### src/rtl/pulse_spacer_if.sv
// Event-request / spaced-pulse bundle for pulse_spacer.
// PULSE_SPACER_STATS_EN adds the drop_cnt statistics signal.
interface pulse_spacer_if #(
  parameter int unsigned CNT_W = 4
);
  logic             ev_in;
  logic             clear_ovf;
  logic             pulse_out;
  logic [CNT_W-1:0] pending;
  logic             busy;
  logic             overflow;
`ifdef PULSE_SPACER_STATS_EN
  logic [7:0]       drop_cnt;

  modport master (output ev_in, clear_ovf, input pulse_out, pending, busy, overflow, drop_cnt);
  modport slave  (input ev_in, clear_ovf, output pulse_out, pending, busy, overflow, drop_cnt);
`else
  modport master (output ev_in, clear_ovf, input pulse_out, pending, busy, overflow);
  modport slave  (input ev_in, clear_ovf, output pulse_out, pending, busy, overflow);
`endif
endinterface

### src/rtl/pulse_spacer.sv
// Turns event requests into single-cycle pulses spaced MIN_GAP idle cycles apart,
// queueing a bounded backlog. PULSE_SPACER_STATS_EN adds a saturating drop counter.
module pulse_spacer #(
  parameter int unsigned MIN_GAP = 8,
  parameter int unsigned CNT_W   = 4
) (
  input  logic          clk_fast,
  input  logic          rst,
  pulse_spacer_if.slave bus
);
  localparam int unsigned GAP_W = 8;
  localparam logic [CNT_W-1:0] PEND_MAX = {CNT_W{1'b1}};

  typedef enum logic [1:0] {IDLE, FIRE, GAP} state_t;

  state_t           state, state_nxt;
  logic [GAP_W-1:0] gap_cnt, gap_cnt_nxt;
  logic [CNT_W-1:0] pending_q, pending_nxt;
  logic             pulse_q, busy_q, overflow_q;
  logic             fire_entry_c, from_pend_c, direct_c, accept_c, drop_c;

  // Next-state and gap timer
  always_comb begin
    state_nxt   = state;
    gap_cnt_nxt = gap_cnt;
    unique case (state)
      IDLE: begin
        if (bus.ev_in || (pending_q != '0)) state_nxt = FIRE;
      end
      FIRE: begin
        state_nxt   = GAP;
        gap_cnt_nxt = GAP_W'(MIN_GAP);
      end
      GAP: begin
        if (gap_cnt <= GAP_W'(1)) begin
          gap_cnt_nxt = '0;
          state_nxt   = (bus.ev_in || (pending_q != '0)) ? FIRE : IDLE;
        end else begin
          gap_cnt_nxt = gap_cnt - GAP_W'(1);
        end
      end
      default: begin
        state_nxt   = IDLE;
        gap_cnt_nxt = '0;
      end
    endcase
  end

  // A FIRE entry consumes the backlog first; otherwise it consumes the concurrent ev_in
  always_comb begin
    fire_entry_c = (state_nxt == FIRE);
    from_pend_c  = fire_entry_c && (pending_q != '0);
    direct_c     = fire_entry_c && (pending_q == '0);
    accept_c     = bus.ev_in && !direct_c;
    drop_c       = accept_c && !from_pend_c && (pending_q == PEND_MAX);
    pending_nxt  = pending_q;
    if (from_pend_c && !accept_c) begin
      pending_nxt = pending_q - CNT_W'(1);
    end else if (!from_pend_c && accept_c && !drop_c) begin
      pending_nxt = pending_q + CNT_W'(1);
    end
  end

  always_ff @(posedge clk_fast or posedge rst) begin
    if (rst) begin
      state      <= IDLE;
      gap_cnt    <= '0;
      pending_q  <= '0;
      pulse_q    <= 1'b0;
      busy_q     <= 1'b0;
      overflow_q <= 1'b0;
    end else begin
      state      <= state_nxt;
      gap_cnt    <= gap_cnt_nxt;
      pending_q  <= pending_nxt;
      pulse_q    <= (state_nxt == FIRE);
      busy_q     <= (state_nxt != IDLE) || (pending_nxt != '0);
      overflow_q <= drop_c || (overflow_q && !bus.clear_ovf);
    end
  end

  assign bus.pulse_out = pulse_q;
  assign bus.pending   = pending_q;
  assign bus.busy      = busy_q;
  assign bus.overflow  = overflow_q;

`ifdef PULSE_SPACER_STATS_EN
  logic [7:0] drop_cnt_q;

  always_ff @(posedge clk_fast or posedge rst) begin
    if (rst) begin
      drop_cnt_q <= '0;
    end else if (drop_c && (drop_cnt_q != 8'hFF)) begin
      drop_cnt_q <= drop_cnt_q + 8'd1;
    end
  end

  assign bus.drop_cnt = drop_cnt_q;
`endif
endmodule

### src/flat_wrapper.sv
// flat-port wrapper written by rule: the top's interface ports become plain ports
module pulse_spacer_flat 
#(
  parameter int unsigned MIN_GAP = 8,
  parameter int unsigned CNT_W   = 4
)
  (clk_fast, rst, bus_ev_in, bus_clear_ovf, bus_pulse_out, bus_pending, bus_busy, bus_overflow);
  pulse_spacer_if #(.CNT_W(CNT_W)) bus_i ();
  input  logic clk_fast;
  input  logic rst;
  input wire logic [$bits(bus_i.ev_in)-1:0] bus_ev_in;
  input wire logic [$bits(bus_i.clear_ovf)-1:0] bus_clear_ovf;
  output wire logic [$bits(bus_i.pulse_out)-1:0] bus_pulse_out;
  output wire logic [$bits(bus_i.pending)-1:0] bus_pending;
  output wire logic [$bits(bus_i.busy)-1:0] bus_busy;
  output wire logic [$bits(bus_i.overflow)-1:0] bus_overflow;
  assign bus_i.ev_in = bus_ev_in;
  assign bus_i.clear_ovf = bus_clear_ovf;
  assign bus_pulse_out = bus_i.pulse_out;
  assign bus_pending = bus_i.pending;
  assign bus_busy = bus_i.busy;
  assign bus_overflow = bus_i.overflow;
  pulse_spacer #(.MIN_GAP(MIN_GAP), .CNT_W(CNT_W)) u_core (.clk_fast(clk_fast), .rst(rst), .bus(bus_i));
endmodule
### config.mk
export PLATFORM = sky130hd
export DESIGN_NAME = pulse_spacer_flat
export DESIGN_NICKNAME = d
export VERILOG_FILES = /design/src/rtl/pulse_spacer_if.sv /design/src/rtl/pulse_spacer.sv /design/src/flat_wrapper.sv
export SDC_FILE = /design/constraint.sdc
export NUM_CORES = 1
export LEC_CHECK = 0
export ABC_AREA = 1
export CORE_AREA = 2 2 47 49
export CTS_CLUSTER_DIAMETER = 150
export DETAILED_ROUTE_END_ITERATION = 6
export DIE_AREA = 0 0 49 51
export GPL_ROUTABILITY_DRIVEN = 0
export PLACE_DENSITY = 0.77
export SYNTH_ARGS = -nofsm -noshare
export SYNTH_HDL_FRONTEND = slang
export SYNTH_SLANG_ARGS = --single-unit
### constraint.sdc
create_clock -name clk_fast -period 4.5 [get_ports clk_fast]
set_clock_uncertainty 0.05 [all_clocks]
set_input_delay 0.675 -clock clk_fast [delete_from_list [all_inputs] [get_ports clk_fast]]
set_output_delay 0.675 -clock clk_fast [all_outputs]
set_load 0.01 [all_outputs]
# Yosys cells after proc, flatten, opt, wreduce, memory -nomap -nowiden

Cells that the tools add are included.
W data, S select, Z words.

Input port bits: 4
Bits in registers: 17
Output and inout bits: 7
Word-level logic and storage cells: 43

$add $sub $neg: 3
Equal/unequal tests: 4
Multiplexer cells: 8
Order comparisons: 1
Reduce and logical (&&, ||, !) cells: 21

Operators with widths:

| cell                  | number |
|---|---|
| $pmux W8 S3           | 1 |
| $le A8 B1 Y1 const B  | 1 |
| $logic_and A1 B1 Y1   | 8 |
| $mux W4               | 2 |
| $mux W8               | 1 |
| $reduce_bool A4 Y1    | 2 |
| $sub A8 B1 Y8 const B | 1 |
| $pmux W2 S3           | 1 |
| $logic_not A1 Y1      | 5 |
| $add A4 B1 Y4 const B | 1 |
| $eq A2 B1 Y1 const B  | 2 |
| $eq A4 B4 Y1 const B  | 1 |
| $logic_not A4 Y1      | 1 |
| $mux W2               | 2 |
| $sub A4 B1 Y4 const B | 1 |
| $logic_or A1 B1 Y1    | 3 |
| $eq A2 B2 Y1 const B  | 1 |
| $logic_not A2 Y1      | 1 |
| $reduce_bool A2 Y1    | 1 |
| $mux W1               | 1 |

# Depth between registers and ports, before layout

Depth after elaboration: 17
Depth in mapped cells: 17
Mapped depth without buffers: 17

# Worst setup path before layout

Ideal clock, no wire load.

Kind: register to register
From: register u_core.pending_q[0] (netlist: u_core.bus.pending[0])
To: register u_core.busy_q (netlist: u_core.bus.busy)
Period minus slack after synthesis: 1847 ps
Slack: 2653 ps
Arrival: 1679 ps
Cell stages (with the launch flop): 16
Library setup time: 119 ps
Required time: 4331 ps
Path buffers: 0
Cell sequence: dfrtp_1 > inv_1 > ha_1 > nand3_1 > nor2_1 > nand2_1 > nand3_2 > nand2_2 > nand3_4 > nand3_2 > nand2_1 > nand2_1 > nand2_1 > nand2_2 > nor2_1 > nand2_1

Word-level cells in the longest chain between the ends: 17
Elaborated cells on any way between the ends: 27

Ends and longest elaborated chain:

| what                      | line                                                       | source |
|---|---|---|
| start, declared           | pulse_spacer.sv:18                                         | `logic [CNT_W-1:0] pending_q, pending_nxt;` |
| start signal, assigned    | pulse_spacer.sv:75                                         | `pending_q <= pending_nxt;` |
| $reduce_bool A4 Y1        | pulse_spacer.sv:28, pulse_spacer.sv:37, pulse_spacer.sv:52 |  |
| $logic_or A1 B1 Y1        | pulse_spacer.sv:28, pulse_spacer.sv:37                     |  |
| $mux W1                   | pulse_spacer.sv:37                                         | `state_nxt = (bus.ev_in \|\| (pending_q != '0)) ? FIRE : IDLE;` |
| $mux W2                   | pulse_spacer.sv:35                                         | `if (gap_cnt <= GAP_W'(1)) begin` |
| $pmux W2 S3               | pulse_spacer.sv:26                                         | `unique case (state)` |
| $eq A2 B1 Y1              | pulse_spacer.sv:51                                         | `fire_entry_c = (state_nxt == FIRE);` |
| $logic_and A1 B1 Y1       | pulse_spacer.sv:53                                         | `direct_c = fire_entry_c && (pending_q == '0);` |
| $logic_not A1 Y1          | pulse_spacer.sv:54                                         | `accept_c = bus.ev_in && !direct_c;` |
| (+2 left out)             | --                                                         |  |
| $logic_and A1 B1 Y1       | pulse_spacer.sv:55                                         | `drop_c = accept_c && !from_pend_c && (pending_q == PEND_MAX);` |
| $logic_not A1 Y1          | pulse_spacer.sv:59                                         | `end else if (!from_pend_c && accept_c && !drop_c) begin` |
| $logic_and A1 B1 Y1       | pulse_spacer.sv:59                                         |  |
| $mux W4                   | pulse_spacer.sv:59                                         |  |
| $mux W4 (*)               | pulse_spacer.sv:57                                         | `if (from_pend_c && !accept_c) begin` |
| net u_core.pending_nxt[3] | pulse_spacer.sv:18                                         |  |
| $reduce_bool A4 Y1 (*)    | pulse_spacer.sv:77                                         | `busy_q <= (state_nxt != IDLE) \|\| (pending_nxt != '0);` |
| $logic_or A1 B1 Y1 (*)    | pulse_spacer.sv:77                                         |  |
| end signal, assigned      | pulse_spacer.sv:77                                         |  |
| end, declared             | pulse_spacer.sv:19                                         | `logic pulse_q, busy_q, overflow_q;` |

The timed path passes the listed nets; every way through them passes the cells marked *.
A chain may end at the register's enable or synchronous reset.

# Final worst setup path

From: input bus_ev_in
To: register u_core.busy_q (netlist: u_core.bus.busy)

Word-level cells in the longest chain between the ends: 16
Elaborated cells on any way between the ends: 22

Ends and longest elaborated chain:

| what                      | line                                   | source |
|---|---|---|
| start, declared           | flat_wrapper.sv:11                     | `input wire logic [$bits(bus_i.ev_in)-1:0] bus_ev_in;` |
| $logic_or A1 B1 Y1        | pulse_spacer.sv:28, pulse_spacer.sv:37 |  |
| $mux W1                   | pulse_spacer.sv:37                     |  |
| $mux W2                   | pulse_spacer.sv:35                     |  |
| $pmux W2 S3               | pulse_spacer.sv:26                     |  |
| $eq A2 B1 Y1              | pulse_spacer.sv:51                     |  |
| $logic_and A1 B1 Y1       | pulse_spacer.sv:53                     |  |
| $logic_not A1 Y1          | pulse_spacer.sv:54                     |  |
| $logic_and A1 B1 Y1       | pulse_spacer.sv:54                     |  |
| $logic_and A1 B1 Y1       | pulse_spacer.sv:55, pulse_spacer.sv:59 |  |
| $logic_and A1 B1 Y1       | pulse_spacer.sv:55                     |  |
| $logic_not A1 Y1          | pulse_spacer.sv:59                     |  |
| $logic_and A1 B1 Y1       | pulse_spacer.sv:59                     |  |
| $mux W4                   | pulse_spacer.sv:59                     |  |
| $mux W4 (*)               | pulse_spacer.sv:57                     |  |
| net u_core.pending_nxt[3] | pulse_spacer.sv:18                     |  |
| $reduce_bool A4 Y1 (*)    | pulse_spacer.sv:77                     |  |
| $logic_or A1 B1 Y1 (*)    | pulse_spacer.sv:77                     |  |

Marks and branches as above.

==> flow_results.org <==
** Critical path
- Worst setup EP type :: register
- Classification of the worst setup path :: input port to register
- Most used cell along the critical path :: sky130_fd_sc_hd__nand2_1
- On the critical path, the stage with the largest delay is an instance of sky130_fd_sc_hd__clkdlybuf4s50_1.
- STA puts the critical path data required time at 4.63 ns.
- Critical path cell sequence :: clkdlybuf4s50_1, nor2_1, nand2_1, nand2_2, nand2_2, nand3_4, nand3_2, nand2_1, nand2_1, nand2_1, nand2_2, nor2_1, nand2_1
- The worst setup path is launched from an input port.
- Among cell families on the critical path, the largest total delay comes from simple AND/OR/NAND/NOR gates.
- CP max stage delay :: 0.53 ns
- In this run the worst path has a maximum fanout of 7.
- Count of buffering cells on the critical path with inverters included :: 1
- Arrival time reported for the critical path endpoint :: 2.31 ns

** Yosys
- The synthesized netlist devotes 3.82% of its cell area to XOR and XNOR gates.
- Summed instance area of the synthesized netlist :: 0.00115 mm²
- Cell taking the most area after synthesis :: sky130_fd_sc_hd__dfrtp_1
- Proportion of synthesized area in mux cells :: 0%
- Synth cell count leaders :: 24 x sky130_fd_sc_hd__nand2_1, 19 x sky130_fd_sc_hd__inv_1, 17 x sky130_fd_sc_hd__dfrtp_1
- Synthesized-area fraction occupied by adder cells :: 9.81%
- Number of different library cells in the post-synthesis netlist :: 27
- Yosys instantiated no cell more often than sky130_fd_sc_hd__nand2_1.
- Number of instances in the synthesized netlist :: 140
- Average instance area after synthesis :: 8.20 µm²
- Main flop type after synthesis :: sky130_fd_sc_hd__dfrtp_1
- Of all flip-flops after synthesis, the portion carrying an async set or reset was 100%.
- Sequential-to-total area share from yosys stat :: 37.1%
- Synthesized netlist net count :: 153
- Synthesis inferred 17 register bits.
- Of the total synthesized cell area, the portion taken by AND, OR, NAND and NOR gates is 34.8%.
- The Yosys step of the flow raised 0 warnings.
- After synthesis, the largest area contributor takes up 37.1% of total cell area.
- Synthesized-area fraction occupied by ao, oa, aoi and oai cells :: 6.54%
- Number of flops mapped to enable cells by yosys :: 0
- Ranked by total cell area, the synthesized netlist is headed by sky130_fd_sc_hd__dfrtp_1 37%, sky130_fd_sc_hd__ha_1 9.8%, sky130_fd_sc_hd__nand2_1 7.9%, sky130_fd_sc_hd__inv_1 6.2%, sky130_fd_sc_hd__nand3_2 5.2%.
- By area, the combinational part of the netlist is dominated by simple AND/OR/NAND/NOR gates.

** GRT
- Pin count of the biggest net entering global routing :: 18
- The number of antenna violations at the first check in global routing came to 0.
- The first global-routing pass estimated 3820 µm of wire.
- Global routing used 20.4% of the available tracks.
- Global routing used 2.92% of the available met3 tracks.
- Met2 track utilization from global routing :: 37.7%
- The via count of the first global-routing pass was 941.
- Layer with the highest usage :: met2
- Total grt overflow :: 0
- M1 GR Usage :: 22.7%

** Floorplan
- After floorplanning, the core was divided into 17 placement rows.
- Core region area :: 0.00206 mm²
- IO Pins :: 11
- Initial Util :: 55.6%
- Floorplan die area :: 0.00250 mm²
- Die height :: 51 µm
- DIE WIDTH :: 49 µm

** STA
- Based on the critical path, the design can be clocked at up to 0.460 GHz.
- Time the final worst path needs with I/O delays and setup :: 2.18 ns
- Post-Route Hold Slack :: 0.512 ns
- Unrepaired setup endpoints after global routing :: false
- The final count of pins violating max slew came to 0.
- Rel. slew slack :: 56.7%
- Setup violations remaining at the end of the flow were counted as 0.
- Measured slew at the worst slew-check pin :: 0.649 ns
- Summed over all failing endpoints, the final setup total negative slack is 0 ns.
- Of the available clock period, the critical path in the final layout requires 48.4%.
- Endpoints failing hold :: 0

** Clock network
- Maximum number of buffers from clock root to sink :: 2
- # clock sinks :: 17
- Root buffer cell :: sky130_fd_sc_hd__clkbuf_4
- Clock slew at reported path FFs :: 0.09 ns
- CTS HTree Levels :: 1
- The number of clock buffers added by TritonCTS is 3.
- Clock latency of the later-clocked register in the worst-skew pair :: 0.28 ns
- Hold repair after CTS inserted 0 buffers.
- CTS tree :: done
- Gates resized during post-CTS repair numbered 0.
- Post-CTS setup buffer count :: 0

** Placement
- Number of cells after detailed placement :: 178
- Count of buffers from port buffering :: 10
- Cell area after placement :: 0.00128 mm²
- Detailed placer's ending HPWL :: 1760 µm

** Detailed routing
- Detailed-route DRC error count :: 0
- Total routed wirelength :: 2150 µm
- Routed WL per cell :: 11.8 µm
- Initial drt markers :: 17
- Antenna violation net count after detailed routing :: 0
- The detailed router placed 927 vias in this run.
- DRT Pass-1 Iters :: 4
- Detail-routed via count per cell :: 5.09

** Layout
- The post-route netlist has 18.2% of its cells at a drive strength greater than 1.
- From synthesis to final layout, the design area changed by 14.1%.
- Filler cell count in the final layout :: 200
- Antenna fix cells :: 0
- Post-route insts no fill :: 182
- Number of nets in the layout :: 168
- Once layout is done, the placed cells without fillers occupy 0.00131 mm².

** Outcome
- Status :: completed

** Min path
- Type of the most critical hold path :: register to register

** Power and ir drop
- Dividing total power by cell area gives a power density of 780 mW/mm².
- Summed over all cells, the static leakage comes to 0.639 nW.
- Maximum resistive drop on vdd :: 398 µV

** Job
- Number of max-cap violations :: 0
## tightest hold or removal path, cell delays in order, from the launching register on
cell	delay, ns
sky130_fd_sc_hd__dfrtp_1	0.39
sky130_fd_sc_hd__inv_1	0.06
sky130_fd_sc_hd__o22ai_1	0.08
## layer usage
metal / part of all wire (%) / wire length (µm) / vias to the layer above
li1: - / - / 474
met1: 43 / 931 / 441
met2: 53 / 1140 / 7
met3: 1.5 / 32 / 5
met4: 2.0 / 42 / 0
met5: 0 / 0 / -
## path summary, 6_finish.rpt
path / start / to / slack [ns] / depth (start not counted)
max: bus_ev_in / u_core.bus.busy / 2.32 / 13
min: u_core.bus.overflow / u_core.bus.overflow / 0.51 / 2
max reg2reg: u_core.gap_cnt[0] / u_core.bus.busy / 2.36 / 16
min reg2reg: u_core.bus.overflow / u_core.bus.overflow / 0.51 / 2
max in group asynchronous: rst / u_core.state[0] / 3.26 / 2
min in group asynchronous: rst / u_core.gap_cnt[6] / 0.73 / 2
## state kept, by name (all words and copies together), names as in the netlist
signal / flops
u_core.bus.busy: 1
u_core.bus.overflow: 1
u_core.bus.pending: 4
u_core.bus.pulse_out: 1
u_core.gap_cnt: 8
u_core.state: 2
## report_power, final
part | leakage, nW | internal, mW | switching (mW)
clock network | 0.0150 | 0.0344 | 0.0457
logic | 0.408 | 0.262 | 0.408
registers | 0.216 | 0.215 | 0.0564
## cell families (layout without fill, tap and decap cells)
family          after synthesis  count (layout)
compound gates               11              11
xor+xnor                      5               5
fa+ha+maj                     9               9
buf+inv                      24              38
flops                        17              17
simple gates                 74              74
## final cells by class
type,instances,area [µm²],area share [%]
multi-input combinational,99,631,48.2
sequential,17,425,32.5
timing repair buffer,10,100,7.65
inverter,24,91.3,6.98
tap,28,35.0,2.68
clock buffer,4,26.3,2.01
## cell usage in the layout (no fill, tap or decap), drive strengths merged
| cell | count |
|---|---|
| nand4 | 4 |
| xor2 | 4 |
| inv | 22 |
| clkinv | 2 |
| o21ai | 1 |
| a31oi | 2 |
| clkbuf | 4 |
| xnor2 | 1 |
| nor4 | 1 |
| o221ai | 1 |
| and3 | 1 |
| dfrtp | 17 |
| o22ai | 2 |
| a21oi | 5 |
| nand2 | 34 |
| nor3 | 1 |
| ha | 9 |
| nor2 | 17 |
| clkdlybuf4s50 | 10 |
| nand3 | 16 |
## stage by stage
step	util, %	setup WS [ns]	power, mW
after floorplan	-	2.65	0.781
after global placement	62.2	2.09	0.923
after detailed placement	62.2	2.02	0.948
after CTS	63.4	2.30	1.03
after global routing	63.4	2.14	1.13
final	63.4	2.32	1.02
Power figures use the tool's default switching activity.
